**src/rtl/uart_rx_if.sv**
```systemverilog
// Consumer-side bundle of the UART receiver: FIFO pop/readout and sticky error status.
interface uart_rx_if;
  logic       rd_en;
  logic       err_clr;
  logic [7:0] rd_data;
  logic       rx_valid;
  logic       frame_err;
  logic       overrun;

  modport master (
    output rd_en, err_clr,
    input  rd_data, rx_valid, frame_err, overrun
  );

  modport slave (
    input  rd_en, err_clr,
    output rd_data, rx_valid, frame_err, overrun
  );
endinterface

```
**src/rtl/uart_rx.sv**
```systemverilog
// 16x-oversampling UART receiver (8N1) with a small first-word-fall-through FIFO
// and sticky framing/overrun flags.
module uart_rx #(
  parameter int TICK_DIV   = 27,
  parameter int FIFO_DEPTH = 4
) (
  input  logic      clk_in,
  input  logic      sys_rstn,
  input  logic      uart_rxd,
  uart_rx_if.slave  rx_if
);

  localparam int              AW        = $clog2(FIFO_DEPTH);
  localparam logic [15:0]     TICK_LAST = 16'(TICK_DIV - 1);
  localparam logic [AW-1:0]   PTR_ONE   = AW'(1);
  localparam logic [AW:0]     CNT_FULL  = (AW+1)'(FIFO_DEPTH);

  typedef enum logic [1:0] {S_IDLE, S_START, S_DATA, S_STOP} state_e;

  state_e          state_q, state_d;
  logic            sync1_q, sync2_q, sync3_q;
  logic [15:0]     tick_cnt_q, tick_cnt_d;
  logic [3:0]      cnt_q, cnt_d;
  logic [2:0]      bit_idx_q, bit_idx_d;
  logic [7:0]      shift_q, shift_d;
  logic [7:0]      mem_q [FIFO_DEPTH];
  logic [AW-1:0]   wr_ptr_q, wr_ptr_d, rd_ptr_q, rd_ptr_d;
  logic [AW:0]     count_q, count_d;
  logic            frame_err_q, frame_err_d;
  logic            overrun_q, overrun_d;

  logic            rxd_s, fall, tick;
  logic            push_req, ferr_evt, push, pop, empty, full;

  // Synchronizer plus one extra stage for falling-edge detection; idle-high reset.
  always_ff @(posedge clk_in or negedge sys_rstn) begin
    if (!sys_rstn) begin
      sync1_q <= 1'b1;
      sync2_q <= 1'b1;
      sync3_q <= 1'b1;
    end else begin
      sync1_q <= uart_rxd;
      sync2_q <= sync1_q;
      sync3_q <= sync2_q;
    end
  end

  assign rxd_s = sync2_q;
  assign fall  = sync3_q & ~sync2_q;
  assign tick  = (tick_cnt_q == TICK_LAST);

  always_ff @(posedge clk_in or negedge sys_rstn) begin
    if (!sys_rstn) begin
      state_q    <= S_IDLE;
      tick_cnt_q <= '0;
      cnt_q      <= '0;
      bit_idx_q  <= '0;
      shift_q    <= '0;
    end else begin
      state_q    <= state_d;
      tick_cnt_q <= tick_cnt_d;
      cnt_q      <= cnt_d;
      bit_idx_q  <= bit_idx_d;
      shift_q    <= shift_d;
    end
  end

  // Frame FSM; the tick phase is realigned at start detection so every
  // sample lands a fixed number of ticks after the edge.
  always_comb begin
    state_d    = state_q;
    tick_cnt_d = tick ? '0 : tick_cnt_q + 16'd1;
    cnt_d      = cnt_q;
    bit_idx_d  = bit_idx_q;
    shift_d    = shift_q;
    push_req   = 1'b0;
    ferr_evt   = 1'b0;
    unique case (state_q)
      S_IDLE: begin
        if (fall) begin
          state_d    = S_START;
          tick_cnt_d = '0;
          cnt_d      = '0;
        end
      end
      S_START: begin
        if (tick) begin
          if (cnt_q == 4'd7) begin
            cnt_d = '0;
            if (!rxd_s) begin
              state_d   = S_DATA;
              bit_idx_d = '0;
            end else begin
              state_d = S_IDLE;
            end
          end else begin
            cnt_d = cnt_q + 4'd1;
          end
        end
      end
      S_DATA: begin
        if (tick) begin
          if (cnt_q == 4'd15) begin
            cnt_d   = '0;
            shift_d = {rxd_s, shift_q[7:1]};
            if (bit_idx_q == 3'd7) state_d = S_STOP;
            else                   bit_idx_d = bit_idx_q + 3'd1;
          end else begin
            cnt_d = cnt_q + 4'd1;
          end
        end
      end
      S_STOP: begin
        if (tick) begin
          if (cnt_q == 4'd15) begin
            cnt_d   = '0;
            state_d = S_IDLE;
            if (rxd_s) push_req = 1'b1;
            else       ferr_evt = 1'b1;
          end else begin
            cnt_d = cnt_q + 4'd1;
          end
        end
      end
      default: state_d = S_IDLE;
    endcase
  end

  assign empty = (count_q == '0);
  assign full  = (count_q == CNT_FULL);
  assign pop   = rx_if.rd_en & ~empty;
  // A pop in the same cycle frees the slot, so a full FIFO still accepts the byte.
  assign push  = push_req & (~full | pop);

  always_comb begin
    wr_ptr_d    = push ? wr_ptr_q + PTR_ONE : wr_ptr_q;
    rd_ptr_d    = pop  ? rd_ptr_q + PTR_ONE : rd_ptr_q;
    count_d     = count_q + {{AW{1'b0}}, push} - {{AW{1'b0}}, pop};
    frame_err_d = frame_err_q;
    overrun_d   = overrun_q;
    if (rx_if.err_clr) begin
      frame_err_d = 1'b0;
      overrun_d   = 1'b0;
    end
    if (ferr_evt)                  frame_err_d = 1'b1;
    if (push_req && full && !pop)  overrun_d   = 1'b1;
  end

  always_ff @(posedge clk_in or negedge sys_rstn) begin
    if (!sys_rstn) begin
      wr_ptr_q    <= '0;
      rd_ptr_q    <= '0;
      count_q     <= '0;
      frame_err_q <= 1'b0;
      overrun_q   <= 1'b0;
    end else begin
      wr_ptr_q    <= wr_ptr_d;
      rd_ptr_q    <= rd_ptr_d;
      count_q     <= count_d;
      frame_err_q <= frame_err_d;
      overrun_q   <= overrun_d;
    end
  end

  always_ff @(posedge clk_in) begin
    if (push) mem_q[wr_ptr_q] <= shift_q;
  end

  assign rx_if.rd_data   = empty ? 8'h00 : mem_q[rd_ptr_q];
  assign rx_if.rx_valid  = ~empty;
  assign rx_if.frame_err = frame_err_q;
  assign rx_if.overrun   = overrun_q;

endmodule

```
**src/flat_wrapper.sv**
```systemverilog
// flat-port wrapper written by rule: the top's interface ports become plain ports
module uart_rx_flat 
#(
  parameter int TICK_DIV   = 27,
  parameter int FIFO_DEPTH = 4
)
  (clk_in, sys_rstn, uart_rxd, rx_if_rd_en, rx_if_err_clr, rx_if_rd_data, rx_if_rx_valid, rx_if_frame_err, rx_if_overrun);
  uart_rx_if rx_if_i ();
  input  logic clk_in;
  input  logic sys_rstn;
  input  logic uart_rxd;
  input wire logic [$bits(rx_if_i.rd_en)-1:0] rx_if_rd_en;
  input wire logic [$bits(rx_if_i.err_clr)-1:0] rx_if_err_clr;
  output wire logic [$bits(rx_if_i.rd_data)-1:0] rx_if_rd_data;
  output wire logic [$bits(rx_if_i.rx_valid)-1:0] rx_if_rx_valid;
  output wire logic [$bits(rx_if_i.frame_err)-1:0] rx_if_frame_err;
  output wire logic [$bits(rx_if_i.overrun)-1:0] rx_if_overrun;
  assign rx_if_i.rd_en = rx_if_rd_en;
  assign rx_if_i.err_clr = rx_if_err_clr;
  assign rx_if_rd_data = rx_if_i.rd_data;
  assign rx_if_rx_valid = rx_if_i.rx_valid;
  assign rx_if_frame_err = rx_if_i.frame_err;
  assign rx_if_overrun = rx_if_i.overrun;
  uart_rx #(.TICK_DIV(TICK_DIV), .FIFO_DEPTH(FIFO_DEPTH)) u_core (.clk_in(clk_in), .sys_rstn(sys_rstn), .uart_rxd(uart_rxd), .rx_if(rx_if_i));
endmodule
```
**config.mk**
```make
export PLATFORM = sky130hd
export DESIGN_NAME = uart_rx_flat
export DESIGN_NICKNAME = d
export VERILOG_FILES = /design/src/rtl/uart_rx_if.sv /design/src/rtl/uart_rx.sv /design/src/flat_wrapper.sv
export SDC_FILE = /design/constraint.sdc
export NUM_CORES = 1
export LEC_CHECK = 0
export ABC_AREA = 1
export BUFFER_PORTS_ARGS = -buffer_cell sky130_fd_sc_hd__buf_2
export CAP_MARGIN = 40
export CORE_MARGIN = 5
export CORE_UTILIZATION = 45
export DETAILED_ROUTE_END_ITERATION = 12
export PLACE_DENSITY_LB_ADDON = 0.15
export SYNTH_ARGS = -nofsm -noshare
export SYNTH_HDL_FRONTEND = slang
export SYNTH_SLANG_ARGS = --single-unit
```
**constraint.sdc**
```tcl
create_clock -name clk_in -period 2.6 [get_ports clk_in]
set_input_delay 0.78 -clock clk_in [delete_from_list [all_inputs] [get_ports clk_in]]
set_output_delay 0.78 -clock clk_in [all_outputs]
set_load 0.01 [all_outputs]
```
==> metrics, run 1 <==
initial antenna violation count 0; synthesized area 0.003694 mm²; initial core utilization 0.4564; fin nets roughly 440; Max FO, Critical Path 8; Worst Hold Class register to register; status finished clean; Post-synth EDFFs 32; max-cap viol count 0; routed vias/inst 4.849; IO Count 16; Post-Synth XOR/XNOR Area 0.01423; power per cell area between 800 and 900 mW/mm²; Layout area overhead 12.13%; die width 100.6 µm; Crit Path Class register to output pin; DR WL met2 3.134 mm; Top FF cell, synth dfrtp_1; I/O Buffers 15; metal1 wirelength 3.087 mm; WL final 6.541 mm; clk root buf clkbuf_8; hold depth 0; DRT iter0 DRCs 74; largest family of logic cells by synthesized area simple AND/OR/NAND/NOR gates; worst reg-to-reg path cell count 10; startpoint types register; Core ar. 0.008093 mm²; max_slew headroom 0.6175; cell count after synthesis 385; Clock Latency Late Sink 350 ps; Leak Pwr approximately 2.0 nW; synthesis warning total 0; RSZ-0062 raised after global routing no; final hold vios 0; vias in the first global route 2507; number of distinct library cells after synthesis 39; most frequent cell after synthesis nor2_1; Post-CTS Setup Bufs 0; Residual DRC 0; total power 3.535 mW; most frequent cells after synthesis 68 x nor2_1, 65 x nand2_1, 42 x dfrtp_1; total iterations of the first detailed-routing run 4; number of synthesized register bits 77; syn_nets ~410; maximum VDD drop 414.9 µV; post-synthesis simple-gate area fraction 0.2229; setup violators final 0; antenna cells 0; CP Data Arrival Time 1650 ps; die area 0.01012 mm²; share of the synthesized area in the top cell type 0.2846; CTS sink count 77; H-tree Lvls 3; FF-to-FF setup slack 450 ps; Clock Pin Slew Worst Setup and Hold Paths 90 ps; hpwl dp 4.705 mm; compound-cell area share of the yosys netlist 0.08909; largest net degree at the start of global routing between 40 and 50; Post-Route Setup TNS 0 ps; FF-to-FF End u_core.count_q[1]$_DFF_PN0_; proportion of synthesized area in mux cells 0; final worst path period share 0.9352; CTS tree done; Post-Synth Adder-Cell Area 0.05962; Crit path required time 1820 ps; global placer's final weighted congestion 0.8115; Met3 Wirelength 194 µm; total clock buffers created by CTS 9; CTS max path bufs 2; top sig layer met4; reg-to-reg critical path startpoint u_core.tick_cnt_q[0]$_DFF_PN0_; share of cells above drive strength 1 0.1651; nature of the critical path endpoint output pin; post-detailed-route count of antenna-violating nets 0; first-pass GRT wire length 11.65 mm; All-Layer GR Usage 0.1458; Die Ht 100.6 µm; FP Rows 33; clk_skew between 10 and 15 ps; crit path time final ~2400 ps; Worst Hold Path EP u_core.rxd_s$_DFF_PN1_; Peak Freq just over 400 MHz; sequential element share of the synthesized area 0.5661; hold path startpoint u_core.sync1_q$_DFF_PN1_; Synth area leader dfrtp_1; vias 2536; Fill cells 785; ranking of synthesized cells by area dfrtp_1 28%, edfxtp_1 26%, nor2_1 6.9%, nand2_1 6.6%, ha_1 5.4%; Async SR Flop Fraction 0.5844; routed len/inst 12.51 µm; Tightest Pin Transition 573.7 ps; syn avg cell area 9.594 µm²; global route overflow 0; Slew Viols, Final 0
cell families after synthesis:
group           after synthesis
simple gates                178
flops                        77
compound gates               62
buf+inv                      45
fa+ha+maj                    17
xor+xnor                      6
cell usage in the layout (no fill, tap or decap), drive strengths merged:
cell type,instances
dfstp,3
or2,1
o21a,1
clkinvlp,3
ha,16
a31oi,2
o22ai,1
fa,1
nor2,77
buf,23
a21oi,19
inv,38
a211oi,1
nand4,3
edfxtp,32
nand3b,3
nor3,5
clkbuf,9
nand3,17
and3,1
clkinv,4
o21bai,1
bufinv,1
xnor2,2
nand2,71
o21ai,37
dfrtp,42
xor2,4
routing by layer:
metal  global-route usage  vias to the layer above
li1                     -                     1323
met2               0.2415                       27
met5                    0                        -
met4              0.06114                        0
met3              0.03253                        9
met1               0.1836                     1177
how the worst max path moves through the flow:
stage	from	end	slack, ps
2_1_floorplan	rx_if_rd_en	u_core.count_q[2]$_DFF_PN0_	560
3_3_place_gp	rx_if_rd_en	u_core.count_q[2]$_DFF_PN0_	370
3_5_place_dp	u_core.rd_ptr_q[1]$_DFFE_PN0P_	rx_if_rd_data[4]	310
4_1_cts	u_core.rd_ptr_q[1]$_DFFE_PN0P_	rx_if_rd_data[4]	50
5_1_grt	u_core.rd_ptr_q[0]$_DFFE_PN0P_	rx_if_rd_data[4]	3
6_report	u_core.rd_ptr_q[0]$_DFFE_PN0P_	rx_if_rd_data[4]	170
state kept, by name, indices dropped and copies added (netlist names), 2 cells and up, named ones only:
name and flops:
u_core.bit_idx_q 3, u_core.cnt_q 4, u_core.count_q 3, u_core.mem_q 32
u_core.rd_ptr_q 2, u_core.shift_q 8, u_core.tick_cnt_q 16, u_core.wr_ptr_q 2
per-stage QoR:
step                hold WS (ps)  instance area [µm²]  setup WS (ps)  instances    util
CTS                        363.2                 4140          46.95        523  0.5116
floorplan                  345.2                 3694          560.8        385       -
finish                     361.6                 4141          168.5        523  0.5118
global route               366.5                 4141          2.803        523  0.5118
detailed placement         350.9                 3934          306.8        507  0.4861
global placement           354.4                 3934          373.4        507  0.4861
where the power goes:
part / leakage (nW) / total, mW / internal (mW) / switching [mW]
Sequential: 0.942 / 1.51 / 1.37 / 0.140
Combinational: 0.944 / 1.09 / 0.423 / 0.669
Clock: 0.0944 / 0.928 / 0.456 / 0.472
critical path, cell delays in order (launching register included):
cell     delay (ps)
dfrtp_1         530
buf_4           220
nor2_1           50
nor2_1          100
o21ai_0         100
a21oi_1         140
buf_2           150
what timing repair did:
action,4_1_cts,5_1_grt
pin swaps,0,0
cloned,0,0
setup endpoints to repair,8,5
hold buffers,0,0
hold endpoints to repair,0,0
resized for setup,1,1
area by class of cell:
cell class / count / area (µm²) / area share
clock buffers: 9 / 123.9 / 0.02991
clock inverters: 7 / 81.33 / 0.01964
inverters: 39 / 152.6 / 0.03686
multi-input cells: 263 / 1425 / 0.3441
flip-flops and latches: 77 / 2092 / 0.5051
well taps: 105 / 131.4 / 0.03172
repair buffers: 23 / 135.1 / 0.03263
(Power assumes the default switching activity.)
==> inputs of run 2 (changes only) <==
--- a/config.mk
+++ b/config.mk
@@ -5,7 +5,6 @@
 export SDC_FILE = /design/constraint.sdc
 export NUM_CORES = 1
 export LEC_CHECK = 0
-export ABC_AREA = 1
 export BUFFER_PORTS_ARGS = -buffer_cell sky130_fd_sc_hd__buf_2
 export CAP_MARGIN = 40
 export CORE_MARGIN = 5
==> run 2 against run 1 <==
  * Sequential share of layout area is 0.60 points lower
  * Global-route usage is 0.51 points lower
  * Final area up 1.1%
  * Worst hold slack lost 3.8 ps
  * First-iteration DRC count down 11%
  * Combinational power shrank 36%
==> metrics, run 2 <==
status finished clean; first-pass GRT wire length 11.20 mm; number of synthesized register bits 77; final worst path period share 0.9483; syn avg cell area 12.80 µm²; top sig layer met4; most common cell after layout, fill and taps aside dfrtp_1; clk_skew 8.928 ps; IO Count 16; fin nets between 300 and 400; global placer's final weighted congestion around 0.78; placed cell area 0.003971 mm²; nature of the critical path endpoint output pin; Post-synth EDFFs 32; synthesized area between 0.003 and 0.004 mm²; Met3 Wirelength approximately 160 µm; setup ws final 134.5 ps; Residual DRC 0; max FFs per register 32; DRT iter0 DRCs 66; max-cap viol count 0; Peak Freq 405.6 MHz; cell count after synthesis between 200 and 300; CTS sink count 77; total iterations of the first detailed-routing run 4; Post-Route Setup TNS 0 ps; power per cell area 756.8 mW/mm²; initial antenna violation count 0; commonest cells after routing, fill and taps aside 42 x dfrtp_1, 32 x edfxtp_1, 21 x nor2_1; worst reg-to-reg path cell count 7; initial core utilization 0.4578; post-route cell area 0.004189 mm²; routed vias/inst around 5.3; final hold vios 0; number of distinct library cells after synthesis 54; vias in the first global route 2272; Layout area overhead 12.50%; most frequent cells after synthesis 42 x dfrtp_1, 32 x edfxtp_1, 21 x nor2_1; fin util 0.5150; share of the synthesized area in the top cell type 0.2823; share of cells above drive strength 1 0.2136; setup violators final 0; Synth area leader dfrtp_1; CTS tree done; biggest regs u_core.mem_q (32), u_core.tick_cnt_q (16), u_core.shift_q (8); ranking of synthesized cells by area dfrtp_1 28%, edfxtp_1 26%, ha_1 5.4%, mux4_2 4.8%, mux2_2 2.7%; hold depth 0; total clock buffers created by CTS 9; Worst Hold Class register to register; Top FF cell, synth dfrtp_1; crit path time final 2466 ps; routed len/inst 14.87 µm; die area 0.01019 mm²; die width 101.0 µm; Crit path required time 1820 ps; RSZ-0062 raised after global routing no; antenna cells 0; WL final around 6.4 mm; synthesis warning total 0; CP Data Arrival Time between 1500 and 2000 ps; sequential element share of the synthesized area 0.5615; H-tree Lvls 3; largest net degree at the start of global routing 24; FP Rows 33; Slew Viols, Final 0; max_slew headroom 0.6153; CTS max path bufs 2; Largest Register u_core.mem_q; Core ar. 0.008134 mm²; global route overflow 0; Place WS 140.7 ps; I/O Buffers 15; cts hold-fix bufs 0; hpwl dp approximately 4.4 mm; DR WL met2 ~3.1 mm; Max FO, Critical Path 10; Clock Pin Slew Worst Setup and Hold Paths 80 ps; Crit Path Class register to output pin; post-detailed-route count of antenna-violating nets 0; syn_nets 313; Clock Latency Late Sink 340 ps; Leak Pwr about 1.8 nW; clk root buf clkbuf_8; vias between 2000 and 2500; maximum VDD drop 472.1 µV; Min Hold Slack between 300 and 400 ps; most frequent cell after synthesis dfrtp_1; Die Ht 101.0 µm; All-Layer GR Usage 0.1407; metal1 wirelength 3.019 mm; Tightest Pin Transition 575.7 ps; startpoint types register; Async SR Flop Fraction 0.5844
run 2: cell types whose count changed in the layout (fill, tap and decap cells not counted), moves of 7 or more:
cell | before | now
and2_1 | 0 | 15
o21ai_0 | 31 | 5
a21oi_1 | 19 | 7
xnor2_1 | 2 | 9
nand4_1 | 1 | 8
mux2_2 | 0 | 9
nand3_1 | 16 | 6
nor2_1 | 68 | 21
inv_1 | 33 | 17
nand2_1 | 65 | 17
mux4_2 | 0 | 8
run 2: worst max-delay path, cell delays in order (launching register included):
cell and delay (ps):
dfrtp_1 350, buf_6 180, mux4_2 520, and2_1 160, buf_2 130
run 2: cell families after synthesis:
group | synth area share
buffers and inverters | 0.02957
xor gates and xnor gates | 0.03999
DFF | 0.5615
muxes | 0.07829
AOI/OAI and AO/OA | 0.05074
and+or+nand+nor | 0.1808
adders and majority gates | 0.05914
run 2: routing by layer:
| metal | global-route usage | vias to the layer above |
|---|---|---|
| li1 | - | 1116 |
| met1 | 0.1840 | 1111 |
| met2 | 0.2294 | 25 |
| met3 | 0.02561 | 11 |
| met4 | 0.06135 | 0 |
| met5 | 0 | - |
run 2: final cells by class:
| class | instances | area [µm²] |
|---|---|---|
| Clock inverter | 6 | 86.33 |
| Fill cell | 737 | 3945 |
| Tap cell | 105 | 131.4 |
| Clock buffer | 10 | 127.6 |
| Multi-Input combinational cell | 188 | 1523 |
| Inverter | 17 | 63.81 |
| Timing Repair Buffer | 25 | 166.4 |
| Sequential cell | 77 | 2091 |
run 2: stage by stage:
step / std cells / power, mW
floorplan: 291 / 2.018
global placement: 412 / 2.198
detailed placement: 412 / 2.216
CTS: 428 / 3.202
global route: 428 / 3.362
finish: 428 / 3.170
run 2: power by group:
group	total, mW	switching, mW	internal [mW]
clock network	0.985	0.443	0.542
registers	1.48	0.125	1.36
logic	0.702	0.383	0.319
run 2: final timing paths:
path | end | slack [ps] | startpoint
min in group asynchronous | u_core.tick_cnt_q[1]$_DFF_PN0_ | 410 | sys_rstn
hold reg to reg | u_core.rxd_s$_DFF_PN1_ | 360 | u_core.sync1_q$_DFF_PN1_
setup reg to reg | u_core.count_q[1]$_DFF_PN0_ | 260 | u_core.tick_cnt_q[0]$_DFF_PN0_
max in group asynchronous | u_core.rxd_s$_DFF_PN1_ | 1600 | sys_rstn
hold / removal | u_core.rxd_s$_DFF_PN1_ | 360 | u_core.sync1_q$_DFF_PN1_
setup / recovery | rx_if_rd_data[6] | 130 | u_core.rd_ptr_q[0]$_DFFE_PN0P_
run 2: repair_timing:
action | 4_1_cts | 5_1_grt
endpoints found under the setup margin | 0 | 1
resized for setup | 0 | 1
setup buffers | 0 | 0
endpoints found under the hold margin | 0 | 0
